File: src/rtl/fetch_pc.sv
// fetch_pc: IF-stage program counter with redirect/stall handling, next-PC pipeline and saturating perf counters
module fetch_pc #(
    parameter int              PC_W     = 16,
    parameter logic [PC_W-1:0] RESET_PC = '0,
    parameter int              CNT_W    = 16
) (
    input  logic             clk,
    input  logic             rst_n,
    input  logic             stall_IM_ID,
    input  logic             flow_change_ID_EX,
    input  logic [PC_W-1:0]  dst_ID_EX,
    output logic [PC_W-1:0]  iaddr,
    output logic [PC_W-1:0]  nxt_pc_IM_ID,
    output logic [PC_W-1:0]  nxt_pc_ID_EX,
    output logic [CNT_W-1:0] fetch_cnt,
    output logic [CNT_W-1:0] redirect_cnt
);
    logic [PC_W-1:0]  r_pc;
    logic [PC_W-1:0]  r_nxt_pc_im_id;
    logic [PC_W-1:0]  r_nxt_pc_id_ex;
    logic [CNT_W-1:0] r_fetch_cnt;
    logic [CNT_W-1:0] r_redirect_cnt;
    logic [PC_W-1:0]  w_pc_inc;
    logic             w_seq;
    assign w_pc_inc     = r_pc + PC_W'(1);
    assign w_seq        = !flow_change_ID_EX && !stall_IM_ID;
    assign iaddr        = r_pc;
    assign nxt_pc_IM_ID = r_nxt_pc_im_id;
    assign nxt_pc_ID_EX = r_nxt_pc_id_ex;
    assign fetch_cnt    = r_fetch_cnt;
    assign redirect_cnt = r_redirect_cnt;
    always_ff @(posedge clk or negedge rst_n) begin
        if (!rst_n) begin
            r_pc           <= RESET_PC;
            r_nxt_pc_im_id <= '0;
            r_nxt_pc_id_ex <= '0;
            r_fetch_cnt    <= '0;
            r_redirect_cnt <= '0;
        end else begin
            r_pc           <= flow_change_ID_EX ? dst_ID_EX : stall_IM_ID ? r_pc : w_pc_inc;
            r_nxt_pc_im_id <= stall_IM_ID ? r_nxt_pc_im_id : w_pc_inc;
            r_nxt_pc_id_ex <= r_nxt_pc_im_id;
            if (w_seq && r_fetch_cnt != '1)
                r_fetch_cnt <= r_fetch_cnt + CNT_W'(1);
            if (flow_change_ID_EX && r_redirect_cnt != '1)
                r_redirect_cnt <= r_redirect_cnt + CNT_W'(1);
        end
    end
endmodule

File: config.mk
export PLATFORM = sky130hd
export DESIGN_NAME = fetch_pc
export DESIGN_NICKNAME = d
export VERILOG_FILES = /design/src/rtl/fetch_pc.sv
export SDC_FILE = /design/constraint.sdc
export NUM_CORES = 1
export LEC_CHECK = 0
export CAP_MARGIN = 0
export CORE_MARGIN = 3
export CORE_UTILIZATION = 52
export DETAILED_ROUTE_END_ITERATION = 10
export GPL_TIMING_DRIVEN = 0
export PLACE_DENSITY = 0.88
export SLEW_MARGIN = 20
export SYNTH_ARGS = -nofsm -noshare
export SYNTH_HDL_FRONTEND = slang
export SYNTH_SLANG_ARGS = --single-unit
export TNS_END_PERCENT = 30
File: constraint.sdc
create_clock -name clk -period 5.2 [get_ports clk]
set_input_delay 0.78 -clock clk [delete_from_list [all_inputs] [get_ports clk]]
set_output_delay 0.78 -clock clk [all_outputs]
set_load 0.05 [all_outputs]
==> Yosys cells after proc, flatten, opt, wreduce, memory -nomap -nowiden <==
Cells that the tools add are included.
{ "word_totals": {"ff_bits": 80, "inputBits": 20, "output_inout_bits": 80, "word_cells": 18} }
{ "classes": {"n_addsub": 3, "eq_ne": 3, "mux": 2, "n_reduce_logical": 5} }
{ "op_table": {"columns": ["cell", "count"], "rows": [
  ["$add 16x1->16 const B", 3],
  ["$mux 16", 2],
  ["$ne 16x16->1 const B", 2],
  ["$logic_and 1x1->1", 3],
  ["$logic_not 1->1", 2],
  ["$ne 2x1->1 const B", 1]
]} }

==> Logic depth before layout (Yosys ltp) <==
Gate-level depths: netlist of the first run.
{ "depth": {"depth_word": 3, "ltp_mapped": 6, "mapped_depth_nobuf": 5} }

==> Worst setup path after synthesis of the first run <==
OpenSTA, ideal clock, no wires.
{ "synth_path": {"path_type": "reg2reg", "from": "register r_fetch_cnt[1], in the netlist fetch_cnt[1]", "to": "register r_fetch_cnt[1], in the netlist fetch_cnt[1]", "setup_ps": 125, "arrival_ps": 2111, "t_required_ps": 5075, "path_slack_ps": 2964, "path_stages_with_launch": 7, "path_buffers": 1, "synth_period_minus_slack_ps": 2236, "path_cell_list": "dfrtp_1 > ha_1 > nand4_1 > or4_1 > buf_2 > and2_4 > mux2_4"} }
{ "synth_between": {"elab_chain_cells": 2, "word_cells_on_any_way": 3, "cone_classes": "1 x add/sub; 1 x eq/ne; 1 x reduce/logical"} }
{ "synth_rtl": {"columns": ["element", "line", "rtl"], "rows": [
  ["start: declaration", "21", "logic [CNT_W-1:0] r_fetch_cnt;"],
  ["start signal: assignment", "44", "r_fetch_cnt <= r_fetch_cnt + CNT_W'(1);"],
  ["parallel branches: the longest is 2 deep, another holds $add 16x1->16", null, null]
]} }
Parallel ways; which one is timed is not known.
A chain may end at the register's enable or synchronous reset.

==> Worst setup path in the final report of the first run <==
{ "layout_path": {"from": "register r_pc[1], in the netlist iaddr[1]", "to": "output iaddr[1]"} }
{ "layout_rtl": {"columns": ["element", "line", "rtl"], "rows": [
  ["start: declaration", "18", "logic [PC_W-1:0] r_pc;"],
  ["start signal: assignment", "40", "r_pc <= flow_change_ID_EX ? dst_ID_EX : stall_IM_ID ? r_pc : w_pc_inc;"],
  ["end: declaration", "12", "output logic [PC_W-1:0] iaddr,"]
]} }
No word-level cell between the ends.

==> results.sh, run 1 <==
export IMPL_fmax_ghz=0.393
export IMPL_status="finished clean"
export IMPL_synth_xor_area_share_pct=11.5
export IMPL_fin_cells=556
export IMPL_initial_core_util_pct=55.6
export IMPL_synth_cell_types=40
export IMPL_final_setup_tns_ns=0
export IMPL_area_growth_pct=37.0
export IMPL_port_buffers=99
export IMPL_dp_cells=540
export IMPL_met1_length_mm=3.81
export IMPL_netlist_area_um2=3650
export IMPL_grt_max_degree=61
export IMPL_drtIter0Drc=224
export IMPL_post_route_min_period_ns=2.54
export IMPL_ys_async_sr_fraction_pct=100
export IMPL_ys_ff_latch=80
export IMPL_synth_yosys_seq_area_share_pct=54.8
export IMPL_drive_gt1_share_pct=6.05
export IMPL_dr_wl_met2_mm=4.56
export IMPL_power_leakage_nw=2.06
export IMPL_drt_wl_total_mm=9.00
export IMPL_cts_tree="done"
export IMPL_cp_start_kind="flop"
export IMPL_dr_wl_met3_um=470
export IMPL_synth_area_leader_cell="dfrtp_1"
export IMPL_path_buf_inv=1
export IMPL_drv_cap=0
export IMPL_critPathRequiredTime_ns=4.42
export IMPL_syn_area_per_cell_um2=10.5
export IMPL_first_pass_iters=5
export IMPL_critPathSlowestCell="clkdlybuf4s50_1"
export IMPL_htreeDepth=3
export IMPL_synth_cells=347
export IMPL_top_layer_used="met4"
export IMPL_drc_errors=0
export IMPL_path_delay_family="buffers and inverters"
export IMPL_power_mw=2.13
export IMPL_fillCellCount=452
export IMPL_fin_util_pct=76.2
export IMPL_clock_latency_ns=0.36
export IMPL_endpoint_kind="output port"
export IMPL_core_um2=6570
export IMPL_critPathArrivalTime_ns=1.76
export IMPL_cts_hold_buffers_added=0
export IMPL_die_h_um=89.8
export IMPL_place_gp_congestion=0.894
export IMPL_dieArea_um2=8060
export IMPL_grt_pass1_wl_mm=15.1
export IMPL_synth_edf_count=0
export IMPL_post_drt_wl_per_cell_um=16.2
export IMPL_slew_viol_final=0
export IMPL_die_x_um=89.8
export IMPL_cts_sinks=80
export IMPL_antenna_cells=0
export IMPL_synth_top_family_by_area="simple AND/OR/NAND/NOR gates"
export IMPL_synthSimpleGateAreaFrac_pct=21.5
export IMPL_peakVddDrop_v=0.000331
export IMPL_critPathKind="reg2out"
export IMPL_synth_fa_ha_area_share_pct=1.03
export IMPL_final_hold_viol_count=0
export IMPL_grtUsageTotal_pct=23.1
export IMPL_min_path_type="in2async"
export IMPL_cts_resized=0
export IMPL_path_cells="clkdlybuf4s50_1"
export IMPL_synth_area_mux_share_pct=2.47
export IMPL_root_buffer="clkbuf_8"
export IMPL_cellPowerDensity_nw_per_um2=426
export IMPL_synth_top_area_share_pct=54.8
export IMPL_nNetsFinal=481
export IMPL_slew_headroom_pct=55.6
export IMPL_fin_crit_sh_pct=48.9
export IMPL_clkTransAtPathRegs_ns=0.09
export IMPL_syn_nets=370
export IMPL_synthFlopType="dfrtp_1"
export IMPL_antenna_found_initial=0
export IMPL_gr_total_overflow=0
export IMPL_synth_compound_area_share_pct=6.61
export IMPL_setup_viol=0
export IMPL_synth_warning_count=0
export IMPL_synth_most_common_cell="dfrtp_1"
export IMPL_dpl_hpwl_mm=6.50
export IMPL_num_vias=3109
export IMPL_cts_buffers=9
export IMPL_rsz0062_at_grt="no"
export IMPL_clock_path_buffers=2
export IMPL_worstPathMaxFanout=9
export IMPL_synth_area_top_cells="dfrtp_1 55%, xnor2_1 7.0%, xor2_1 4.6%"
export IMPL_ant_nets=0
export IMPL_skew_ns=0.0119
export IMPL_vias_per_cell=5.59
export IMPL_tightest_slew_ns=0.660
export IMPL_post_cts_buffers=0
export IMPL_netlist_top_cells_count="80 x dfrtp_1, 41 x nand2_1, 29 x o21ai_0, 29 x xnor2_1, 22 x nand3_1"
export IMPL_io_pins=100
export IMPL_grt_pass1_vias=3052
export IMPL_num_rows=29
export IMPL_slowest_delay_ns=0.89
final timing paths:
path / startpoint / endpoint / cells after the start / slack, ns
worst max-delay path: iaddr[1] / iaddr[1] / 1 / 2.66
worst min-delay path: rst_n / iaddr[8] / 1 / 0.30
worst max register to register: fetch_cnt[1] / fetch_cnt[1] / 6 / 3.08
worst min register to register: nxt_pc_IM_ID[8] / nxt_pc_ID_EX[8] / 0 / 0.41
max in group asynchronous: rst_n / nxt_pc_IM_ID[7] / 2 / 4.33
min in group clk: nxt_pc_IM_ID[8] / nxt_pc_ID_EX[8] / 0 / 0.41
state kept, by name, indices dropped and copies added, names as in the netlist:
signal,cells
iaddr,16
nxt_pc_IM_ID,16
fetch_cnt,16
nxt_pc_ID_EX,16
redirect_cnt,16
where the power goes:
group	internal (mW)	switching, mW
combinational	0.265	0.516
clock	0.273	0.237
sequential	0.720	0.121
total	1.26	0.874
metrics by stage:
step	hold slack [ns]	cell area, um2	setup WS [ns]
5_1_grt	0.305	5000	2.63
4_1_cts	0.300	5000	2.68
3_3_place_gp	0.394	4760	0.720
2_1_floorplan	0.484	3650	2.96
6_report	0.302	5000	2.66
3_5_place_dp	0.392	4780	2.42
cells by family after synthesis:
group,after synthesis
and+or+nand+nor,148
AOI/OAI and AO/OA,40
xor gates and xnor gates,48
muxes,8
adders and majority gates,3
DFF,80
buffers and inverters,20
cell type report:
cell class	count	area (um2)	area share [%]
tap	93	116	2.33
timing repair buffer	100	1020	20.3
buffer	13	50.0	1.00
clock buffer	10	128	2.55
sequential	80	2000	40.0
inverter	7	26.3	0.525
multi-input combinational	247	1570	31.4
clock inverter	6	92.6	1.85
cells in the final DEF (no fill, tap or decap), types with 2 or more instances in the layout:
| cell | count |
|---|---|
| dfrtp_1 | 80 |
| a21oi_1 | 2 |
| ha_1 | 3 |
| bufinv_16 | 2 |
| a31oi_1 | 4 |
| nand3b_1 | 2 |
| nand2_1 | 41 |
| or3_1 | 4 |
| o21ai_0 | 29 |
| nor4_1 | 9 |
| clkdlybuf4s50_1 | 98 |
| clkinvlp_4 | 2 |
| nor2_1 | 18 |
| mux2_2 | 4 |
| and3_1 | 3 |
| nand4_1 | 15 |
| and4_1 | 7 |
| xor2_1 | 19 |
| inv_1 | 7 |
| clkbuf_1 | 12 |
| nor3_1 | 14 |
| nand3_1 | 22 |
| clkbuf_8 | 9 |
| mux2i_1 | 3 |
| xnor2_1 | 29 |
| nor2b_1 | 3 |
per-layer routing:
metal,vias to the layer above,global-route usage (%)
met2,127,39.8
met1,1514,28.9
li1,1452,-
met5,-,0
met4,0,9.71
met3,16,3.92
No activity file was read; power rests on OpenSTA's default activity.
==> run 2, diff against run 1 <==
--- a/config.mk
+++ b/config.mk
@@ -7,10 +7,10 @@
 export LEC_CHECK = 0
 export CAP_MARGIN = 0
 export CORE_MARGIN = 3
-export CORE_UTILIZATION = 52
+export CORE_UTILIZATION = 43
 export DETAILED_ROUTE_END_ITERATION = 10
 export GPL_TIMING_DRIVEN = 0
-export PLACE_DENSITY = 0.88
+export PLACE_DENSITY = 0.78
 export SLEW_MARGIN = 20
 export SYNTH_ARGS = -nofsm -noshare
 export SYNTH_HDL_FRONTEND = slang
==> constraint.sdc (replaced) <==
create_clock -name clk -period 2.26 [get_ports clk]
set_input_delay 0.339 -clock clk [delete_from_list [all_inputs] [get_ports clk]]
set_output_delay 0.339 -clock clk [all_outputs]
set_load 0.05 [all_outputs]
==> results.sh, run 2 (synthesis results as in run 1) <==
export IMPL_critPathSlowestCell="clkdlybuf4s50_1"
export IMPL_path_delay_family="buffers and inverters"
export IMPL_worstPathMaxFanout=9
export IMPL_antenna_found_initial=0
export IMPL_slew_viol_final=0
export IMPL_vias_per_cell=5.32
export IMPL_cp_start_kind="flop"
export IMPL_slowest_delay_ns=0.88
export IMPL_drtIter0Drc=108
export IMPL_critPathRequiredTime_ns=1.92
export IMPL_dieArea_um2=9630
export IMPL_core_um2=7970
export IMPL_p_sw_mw=2.00
export IMPL_seqPwrFrac_pct=40.1
export IMPL_critPathKind="reg2out"
export IMPL_min_path_type="reg2reg"
export IMPL_drc_errors=0
export IMPL_antenna_cells=0
export IMPL_io_pins=100
export IMPL_initial_core_util_pct=45.8
export IMPL_pwr_share_clk_pct=22.6
export IMPL_fmax_ghz=0.482
export IMPL_slew_headroom_pct=51.6
export IMPL_num_vias=3010
export IMPL_dpl_hpwl_mm=6.48
export IMPL_num_rows=32
export IMPL_path_cells="clkdlybuf4s50_1"
export IMPL_mostFrequentLayoutCell="clkdlybuf4s50_1"
export IMPL_post_drt_wl_per_cell_um=15.2
export IMPL_skew_ns=0.0131
export IMPL_endpoint_kind="output port"
export IMPL_final_hold_viol_count=0
export IMPL_holdWs_ns=0.415
export IMPL_power_leakage_nw=2.06
export IMPL_nNetsFinal=482
export IMPL_drt_wl_total_mm=8.63
export IMPL_area_growth_pct=37.2
export IMPL_fin_util_pct=62.9
export IMPL_status="finished clean"
export IMPL_fin_crit_sh_pct=91.9
export IMPL_cts_buffers=9
export IMPL_drv_cap=0
export IMPL_first_pass_iters=4
export IMPL_gr_total_overflow=0
export IMPL_grt_max_degree=53
export IMPL_p_sw_share_pct=41.8
export IMPL_cts_tree="done"
export IMPL_top_layer_used="met4"
export IMPL_post_route_min_period_ns=2.08
export IMPL_die_x_um=98.1
export IMPL_drive_gt1_share_pct=6.25
export IMPL_port_buffers=99
export IMPL_grtUsageTotal_pct=18.4
export IMPL_clkTransAtPathRegs_ns=0.09
export IMPL_final_cell_mix="98 x clkdlybuf4s50_1, 80 x dfrtp_1, 41 x nand2_1"
export IMPL_dr_wl_met2_mm=4.28
export IMPL_rsz0062_at_grt="no"
export IMPL_die_h_um=98.1
export IMPL_post_cts_buffers=0
export IMPL_setup_viol=0
export IMPL_place_gp_congestion=0.839
export IMPL_root_buffer="clkbuf_8"
export IMPL_critPathArrivalTime_ns=1.74
export IMPL_dr_wl_met3_um=394
export IMPL_grt_pass1_wl_mm=14.6
export IMPL_cts_sinks=80
export IMPL_combPwrFrac_pct=37.2
export IMPL_tightest_slew_ns=0.720
export IMPL_met1_length_mm=3.86
export IMPL_ant_nets=0
export IMPL_final_setup_tns_ns=0
export IMPL_htreeDepth=3
export IMPL_internal_power_mw=2.78
export IMPL_cellPowerDensity_nw_per_um2=956
export IMPL_grt_pass1_vias=2944
export IMPL_clock_latency_ns=0.34
export IMPL_peakVddDrop_v=0.000811
export IMPL_path_buf_inv=1
export IMPL_clock_path_buffers=2
[run 2: what timing repair did]
item / 4_1_cts / 5_1_grt
hold endpoints to repair: 28 / 0
gates resized for setup: 0 / 0
endpoints found under the setup margin: 0 / 0
hold buffers: 1 / 0
[run 2: power by group through the flow]
stage	Clock (mW)	Combinational [mW]	Sequential, mW
6_report	1.08	1.78	1.92
5_1_grt	1.16	1.87	1.96
4_1_cts	1.10	1.80	1.92
3_5_place_dp	0	1.79	1.95
3_3_place_gp	0	1.76	1.94
2_1_floorplan	0	0.358	2.70
[run 2: per-stage QoR]
stage	instances	setup slack (ns)	total power, mW	cell area [um2]
after floorplan	347	0.0242	3.06	3650
after global placement	548	-1.88	3.70	4770
after detailed placement	549	-0.112	3.74	4790
after CTS	566	0.165	4.83	5010
after global routing	566	0.0822	5.00	5010
final	566	0.183	4.79	5010
[run 2: area by class of cell]
type	instances	area (um2)
Buffer	13	50.0
Timing Repair Buffer	101	1030
Sequential cell	80	2000
Inverter	7	26.3
Fill cell	662	2960
Clock buffer	9	124
Multi-Input combinational cell	247	1570
Tap cell	102	128
Clock inverter	7	80.1
[run 2: final timing paths]
check	startpoint	endpoint	slack [ns]	cells past startpoint
max in group asynchronous	rst_n	nxt_pc_IM_ID[8]	1.23	3
min in group asynchronous	rst_n	fetch_cnt[11]	0.46	2
max reg2reg	iaddr[1]	iaddr[14]	0.21	5
max	iaddr[1]	iaddr[1]	0.18	1
min	nxt_pc_IM_ID[8]	nxt_pc_ID_EX[8]	0.41	0
min reg2reg	nxt_pc_IM_ID[8]	nxt_pc_ID_EX[8]	0.41	0
[run 2: routing by layer]
| metal | vias up | GRT usage (%) |
|---|---|---|
| met4 | 0 | 6.51 |
| li1 | 1451 | - |
| met2 | 76 | 29.5 |
| met3 | 8 | 3.14 |
| met1 | 1475 | 25.3 |
| met5 | - | 0 |
==> run 3, diff against run 2 <==
--- a/config.mk
+++ b/config.mk
@@ -6,7 +6,6 @@
 export NUM_CORES = 1
 export LEC_CHECK = 0
 export CAP_MARGIN = 0
-export CORE_MARGIN = 3
 export CORE_UTILIZATION = 43
 export DETAILED_ROUTE_END_ITERATION = 10
 export GPL_TIMING_DRIVEN = 0
==> results.sh, run 3 (synthesis results as in run 1) <==
export IMPL_port_buffers=99
export IMPL_status="finished clean"
export IMPL_holdWs_ns=0.413
export IMPL_drtIter0Drc=165
export IMPL_num_vias=3001
export IMPL_critPathKind="reg2out"
export IMPL_critPathSlowestCell="clkdlybuf4s50_1"
export IMPL_ant_nets=0
export IMPL_critPathRequiredTime_ns=1.92
export IMPL_slowest_delay_ns=0.88
export IMPL_drc_errors=0
export IMPL_reg2regPathDepth=4
export IMPL_slew_viol_final=0
export IMPL_final_cell_mix="98 x clkdlybuf4s50_1, 80 x dfrtp_1, 41 x nand2_1"
export IMPL_worstPathMaxFanout=9
export IMPL_area_growth_pct=36.8
export IMPL_post_cts_buffers=0
export IMPL_path_delay_family="buffers and inverters"
export IMPL_clock_path_buffers=2
export IMPL_post_route_min_period_ns=2.09
export IMPL_endpoint_kind="output port"
export IMPL_fillCellCount=698
export IMPL_cts_resized=0
export IMPL_hp_start="nxt_pc_IM_ID[8]"
export IMPL_cellPowerDensity_nw_per_um2=942
export IMPL_antenna_cells=0
export IMPL_core_um2=8220
export IMPL_drt_wl_total_mm=8.40
export IMPL_cts_hold_buffers_added=1
export IMPL_io_pins=100
export IMPL_fin_util_pct=60.8
export IMPL_rr_endpoint="redirect_cnt[1]"
export IMPL_critPathArrivalTime_ns=1.75
export IMPL_grt_pass1_wl_mm=13.5
export IMPL_place_gp_congestion=0.844
export IMPL_setup_slack_ns=0.166
export IMPL_peakVddDrop_v=0.00110
export IMPL_cts_tree="done"
export IMPL_nNetsFinal=482
export IMPL_clkTransAtPathRegs_ns=0.09
export IMPL_final_hold_viol_count=0
export IMPL_clock_latency_ns=0.35
export IMPL_rsz0062_at_grt="no"
export IMPL_grtUsageTotal_pct=19.8
export IMPL_fin_cells=569
export IMPL_drv_cap=0
export IMPL_setup_viol=0
export IMPL_dp_cells=552
export IMPL_antenna_found_initial=0
export IMPL_num_rows=33
export IMPL_drive_gt1_share_pct=6.25
export IMPL_die_x_um=94.1
export IMPL_fmax_ghz=0.478
export IMPL_cp_start_kind="flop"
export IMPL_min_to="nxt_pc_ID_EX[8]"
export IMPL_cts_sinks=80
export IMPL_mostFrequentLayoutCell="clkdlybuf4s50_1"
export IMPL_fin_crit_sh_pct=92.6
export IMPL_tightest_slew_ns=0.704
export IMPL_htreeDepth=3
export IMPL_vias_per_cell=5.27
export IMPL_final_setup_tns_ns=0
export IMPL_path_cells="clkdlybuf4s50_1"
export IMPL_root_buffer="clkbuf_8"
export IMPL_dpl_hpwl_mm=6.13
export IMPL_place_area_um2=4800
export IMPL_cts_buffers=9
export IMPL_r2r_slack_ns=0.17
export IMPL_skew_ns=0.00821
export IMPL_power_mw=4.71
export IMPL_rr_startpoint="redirect_cnt[0]"
export IMPL_first_pass_iters=5
export IMPL_slew_headroom_pct=52.6
export IMPL_gr_total_overflow=0
export IMPL_power_leakage_nw=2.06
export IMPL_design_area_um2=4990
export IMPL_initial_core_util_pct=44.4
export IMPL_post_drt_wl_per_cell_um=14.8
export IMPL_post_place_ws_ns=-0.0874
export IMPL_min_path_type="reg2reg"
export IMPL_die_h_um=94.1
export IMPL_grt_max_degree=47
export IMPL_dieArea_um2=8860
export IMPL_holdPathStages=0
export IMPL_grt_pass1_vias=2775
export IMPL_path_buf_inv=1
-- run 3: cell count changes in the layout (fill, tap and decap cells not counted), sizes merged --
cell      delta
inv          +3
bufinv       -1
clkinv       -1
clkinvlp     -1
-- run 3: worst max path at each step --
stage                       from          endpoint  slack [ns]  cells after the start
2_1_floorplan       fetch_cnt[1]      fetch_cnt[1]        0.02                      6
3_3_place_gp               rst_n     fetch_cnt[10]       -1.89                      1
3_5_place_dp   flow_change_ID_EX  redirect_cnt[12]       -0.09                      5
4_1_cts                 iaddr[1]          iaddr[1]        0.14                      1
5_1_grt          redirect_cnt[0]   redirect_cnt[1]        0.06                      4
6_report                iaddr[1]          iaddr[1]        0.17                      1
-- run 3: cell type report --
type,count,area (um2),area share [%]
Clock inverter,7,62.6,1.25
Inverter,7,26.3,0.526
Sequential cell,80,2000,40.1
Buffer,13,50.0,1.00
Multi-Input combinational cell,247,1570,31.5
Clock buffer,9,124,2.48
Tap cell,105,131,2.63
Timing Repair Buffer,101,1030,20.5
-- run 3: routing by layer --
layer,global-route usage [%],up-vias,share of wire (%)
li1,-,1442,-
met1,27.5,1451,45
met2,31.2,98,49
met3,3.07,10,4.8
met4,7.44,0,1.3
met5,0,-,0
-- run 3: where the power goes --
part	leakage, nW	internal (mW)	total [mW]	switching [mW]
clock	0.0927	0.422	1.01	0.586
sequential	0.995	1.66	1.93	0.268
combinational	0.970	0.605	1.77	1.17
total	2.06	2.68	4.71	2.02
-- run 3: worst reg2reg max path, stage by stage, from the launching register on --
cell and delay [ns]:
dfrtp_1 0.44, ha_1 0.20, nand3_1 0.27, o41ai_4 0.67, mux2_2 0.40
==> patch 1 (settings of run 2) <==
Put one more register stage on the output `redirect_cnt`, with the module's reset. The value now appears one clock later. The other outputs are not delayed to match.
--- a/src/rtl/fetch_pc.sv
+++ b/src/rtl/fetch_pc.sv
@@ -28,7 +28,13 @@
     assign nxt_pc_IM_ID = r_nxt_pc_im_id;
     assign nxt_pc_ID_EX = r_nxt_pc_id_ex;
     assign fetch_cnt    = r_fetch_cnt;
-    assign redirect_cnt = r_redirect_cnt;
+    always_ff @(posedge clk or negedge rst_n) begin
+        if (!rst_n) begin
+            redirect_cnt <= '0;
+        end else begin
+            redirect_cnt <= r_redirect_cnt;
+        end
+    end
     always_ff @(posedge clk or negedge rst_n) begin
         if (!rst_n) begin
             r_pc           <= RESET_PC;
Function: changed (a bounded check fails within 4 cycles, from zero or initial values and one cycle with rst_n low).
==> patch 1 against run 2 <==
  * Core utilization is 1.3 points lower
  * Area after synthesis increased by 11%
  * Sequential power is 19% higher
  * Total power rose by 14%
  * Non-clock buffer count up 2
  * Count of clock-buffer cells in the layout did not move
  * Worst setup slack got worse by 0.054 ns
  * Cell area increased by 9.8%
  * Largest power group unchanged
  * Wire length rose by 11%
  * Sequential share of layout area is 3.7 points higher
  * Sequential cell count up 16
  * Clock skew is 0.0035 ns lower
==> patch 1: results (changes against run 2) <==
result of the run=finished clean (unchanged); worst reg2reg setup slack=0.13 ns (was 0.21 ns); cell class contributing the biggest share of worst-path delay=simple AND/OR/NAND/NOR gates (was buffers and inverters); post-synthesis share of cell area spent on full adders, half adders and majority gates=0.9254% (was 1.028%); NumNets Final=502 (was 482); share of final-layout standard cells stronger than drive strength 1=7.246% (was 6.250%); fraction of the mapped netlist area in compound gates=7.403% (was 6.614%); portion of total power attributed to sequential cells=41.7% (was 40.1%); placement-stage worst setup slack=-0.2269 ns (was -0.1121 ns); number of fill cells=742 (was 662); total met3 wirelength after detailed routing=411 um (was 394 um); Worst Tran Pin Value=0.5831 ns (was 0.7199 ns); metal2 WL=4908 um (was 4278 um); vias in the first global route=3,040 (was 2,944); total via count in the routed design=3,256 (was 3,010); vias per std cell=5.509 (was 5.318); wire length of the first global-routing pass=15,540 um (was 14,550 um); share of synthesized area occupied by flip-flops and latches=59.22% (was 54.83%); end of the worst register-to-register path=iaddr[13] (was iaddr[14]); switching component of the power=0.002015 W (was 0.002003 W); data-path buffer share of cell area in the final layout=19.70% (was 21.48%); Reg-to-Reg Start=iaddr[3] (was iaddr[1]); count of cell types in the netlist=41 (was 40); final hold slack=0.4065 ns (was 0.4147 ns); WHS Endpoint=nxt_pc_ID_EX[10] (was nxt_pc_ID_EX[8]); DRC marker count from the first detailed-route iteration=104 (was 108); sequential cell area in the final layout=0.002402 mm2 (was 0.002002 mm2); Repair and plain buffers=116 (was 114); net count after synthesis=392 (was 370); sequential cells=96 (was 80); top cell type's share of synthesized area=59.22% (was 54.83%); most used standard cells in the synthesized netlist=sky130_fd_sc_hd__dfrtp_1, sky130_fd_sc_hd__nand2_1, sky130_fd_sc_hd__o21ai_0 (was sky130_fd_sc_hd__dfrtp_1, sky130_fd_sc_hd__nand2_1, sky130_fd_sc_hd__o21ai_0, sky130_fd_sc_hd__xnor2_1, sky130_fd_sc_hd__nand3_1); share of the synthesized netlist area taken by xor and xnor gates=9.068% (was 11.51%); mean post-synth cell area=10.99 um2 (was 10.52 um2); Buffers on Ports=98 (was 99); instance area after placement=0.005207 mm2 (was 0.004795 mm2); GRT met2 Usage=31.48% (was 29.48%); Min-Delay Startpoint=nxt_pc_IM_ID[10] (was nxt_pc_IM_ID[8]); static power due to leakage=2.301 nW (was 2.061 nW); overall global routing resource usage=18.83% (was 18.36%); Multi-input comb cells=249 (was 247); slowest CP cell=sky130_fd_sc_hd__or4_1 (was sky130_fd_sc_hd__clkdlybuf4s50_1); combined area of the multi-input logic cells=0.001598 mm2 (was 0.001573 mm2); clk tree area frac=4.662% (was 4.072%); switching share of total power=36.90% (was 41.84%); global routing usage on met3=2.977% (was 3.143%); worst path arrival time=2.40 ns (was 1.74 ns)
==> patch 1: cell types whose count changed after synthesis, moves of 4 or more <==
cell / before / now
sky130_fd_sc_hd__and3_1: 3 / 10
sky130_fd_sc_hd__and4_1: 7 / 3
sky130_fd_sc_hd__dfrtp_1: 80 / 96
sky130_fd_sc_hd__nand3_1: 22 / 15
sky130_fd_sc_hd__or4_1: 1 / 5
sky130_fd_sc_hd__xnor2_1: 29 / 25
==> patch 1: how the worst max path moves through the flow <==
stage / to / slack, ns / depth (start not counted)
2_1_floorplan: iaddr[15] / -0.09 / 6
3_3_place_gp: fetch_cnt[13] / -2.65 / 1
3_5_place_dp: fetch_cnt[14] / -0.23 / 6
4_1_cts: r_redirect_cnt[1] / 0.03 / 6
5_1_grt: fetch_cnt[14] / 0.01 / 6
6_report: iaddr[13] / 0.13 / 5
==> patch 2 (config.mk and constraints of run 2) <==
Without the edit above. `PC_W`: 16 -> 12.
--- a/src/rtl/fetch_pc.sv
+++ b/src/rtl/fetch_pc.sv
@@ -1,6 +1,6 @@
 // fetch_pc: IF-stage program counter with redirect/stall handling, next-PC pipeline and saturating perf counters
 module fetch_pc #(
-    parameter int              PC_W     = 16,
+    parameter int              PC_W     = 12,
     parameter logic [PC_W-1:0] RESET_PC = '0,
     parameter int              CNT_W    = 16
 ) (
Interface: changed (resized dst_ID_EX, iaddr, nxt_pc_ID_EX and nxt_pc_IM_ID); port bits go from 100 to 84. The function was not compared with the original's and may differ.
==> patch 2 against run 2 <==
  * Sequential cell count decreased by 12
  * First-iteration DRC count grew 13%
  * Worst setup slack improved by 0.066 ns
  * Critical path type unchanged
  * Total power fell by 9.0%
  * Wire length is 20% lower
  * Cell area is 15% lower
  * Area after synthesis is 16% lower
  * Count of clock-buffer cells in the layout up 1
==> patch 2: results (changes against run 2) <==
post-synthesis share of cell area spent on full adders, half adders and majority gates=1.224% (was 1.028%); fraction of the mapped netlist area in compound gates=5.304% (was 6.614%); total number of placement rows=30 (was 32); share of final-layout standard cells stronger than drive strength 1=8.073% (was 6.250%); NumNets Final=398 (was 482); RD Place Congestion=0.8479 (was 0.8386); delay of the slowest critical-path stage=0.86 ns (was 0.88 ns); metal2 WL=3364 um (was 4278 um); portion of total power attributed to sequential cells=38.0% (was 40.1%); Repair and plain buffers=96 (was 114); total design power=0.004356 W (was 0.004787 W); Finished Layout Cells=480 (was 566); post-synthesis register bit count=68 (was 80); mean post-synth cell area=10.80 um2 (was 10.52 um2); DRC marker count from the first detailed-route iteration=122 (was 108); count of cell types in the netlist=34 (was 40); pin count of the biggest net entering global routing=41 (was 53); fraction of met1 tracks used by global routing=22.48% (was 25.25%); placement-stage worst setup slack=0.1190 ns (was -0.1121 ns); share of synthesized area occupied by flip-flops and latches=55.49% (was 54.83%); proportion of cell area occupied by multi-input gates=30.64% (was 31.40%); total via count in the routed design=2,381 (was 3,010); number of fill cells=564 (was 662); sequential portion of the cell area=39.80% (was 39.97%); worst setup skew after layout=0.008554 ns (was 0.01309 ns); overall global routing resource usage=17.78% (was 18.36%); Power per Cell Area=1019 mW/mm2 (was 955.7 mW/mm2); HPWL after DPL=5029 um (was 6484 um); main area contributors after synthesis=sky130_fd_sc_hd__dfrtp_1, sky130_fd_sc_hd__xnor2_1, sky130_fd_sc_hd__xor2_1, sky130_fd_sc_hd__nand2_1, sky130_fd_sc_hd__o21ai_0 (unchanged); total internal power=0.002676 W (was 0.002784 W); data-path buffer share of cell area in the final layout=20.95% (was 21.48%); result of the run=finished clean (unchanged); clk tree area frac=5.619% (was 4.072%); total met3 wirelength after detailed routing=420 um (was 394 um); GRT met2 Usage=28.25% (was 29.48%); Buffers on Ports=82 (was 99); most used standard cells in the synthesized netlist=sky130_fd_sc_hd__dfrtp_1, sky130_fd_sc_hd__nand2_1, sky130_fd_sc_hd__xnor2_1 (was sky130_fd_sc_hd__dfrtp_1, sky130_fd_sc_hd__nand2_1, sky130_fd_sc_hd__o21ai_0, sky130_fd_sc_hd__xnor2_1, sky130_fd_sc_hd__nand3_1); worst path arrival time=1.67 ns (was 1.74 ns); maximum fanout count along the critical path=7 (was 9); share of the synthesized netlist area taken by xor and xnor gates=13.99% (was 11.51%); instance area after placement=0.004025 mm2 (was 0.004795 mm2)
==> patch 2: changes by cell type in the layout (fill, tap and decap cells not counted), sizes merged, moves of 4 or more <==
cell           before  now
clkdlybuf4s50      98   81
o21ai              29   23
and4                7    3
xor2               19   23
inv                 8    2
nand3              22   13
dfrtp              80   68
a31oi               4    0
==> patch 2: final timing paths <==
kind,endpoint,slack [ns],from,depth (start not counted)
min in group asynchronous,nxt_pc_ID_EX[10],0.48,rst_n,2
worst max-delay path,redirect_cnt[5],0.25,redirect_cnt[5],1
max in group asynchronous,fetch_cnt[4],1.24,rst_n,3
worst min register to register,nxt_pc_ID_EX[4],0.40,nxt_pc_IM_ID[4],0
worst max register to register,fetch_cnt[1],0.29,fetch_cnt[0],4
worst min-delay path,nxt_pc_ID_EX[4],0.40,nxt_pc_IM_ID[4],0
==> patch 2: timing repair <==
item / in CTS / in global routing
hold endpoints to repair: 28 / 0
hold buffers: 1 / 0
buffers inserted: 0 / 0
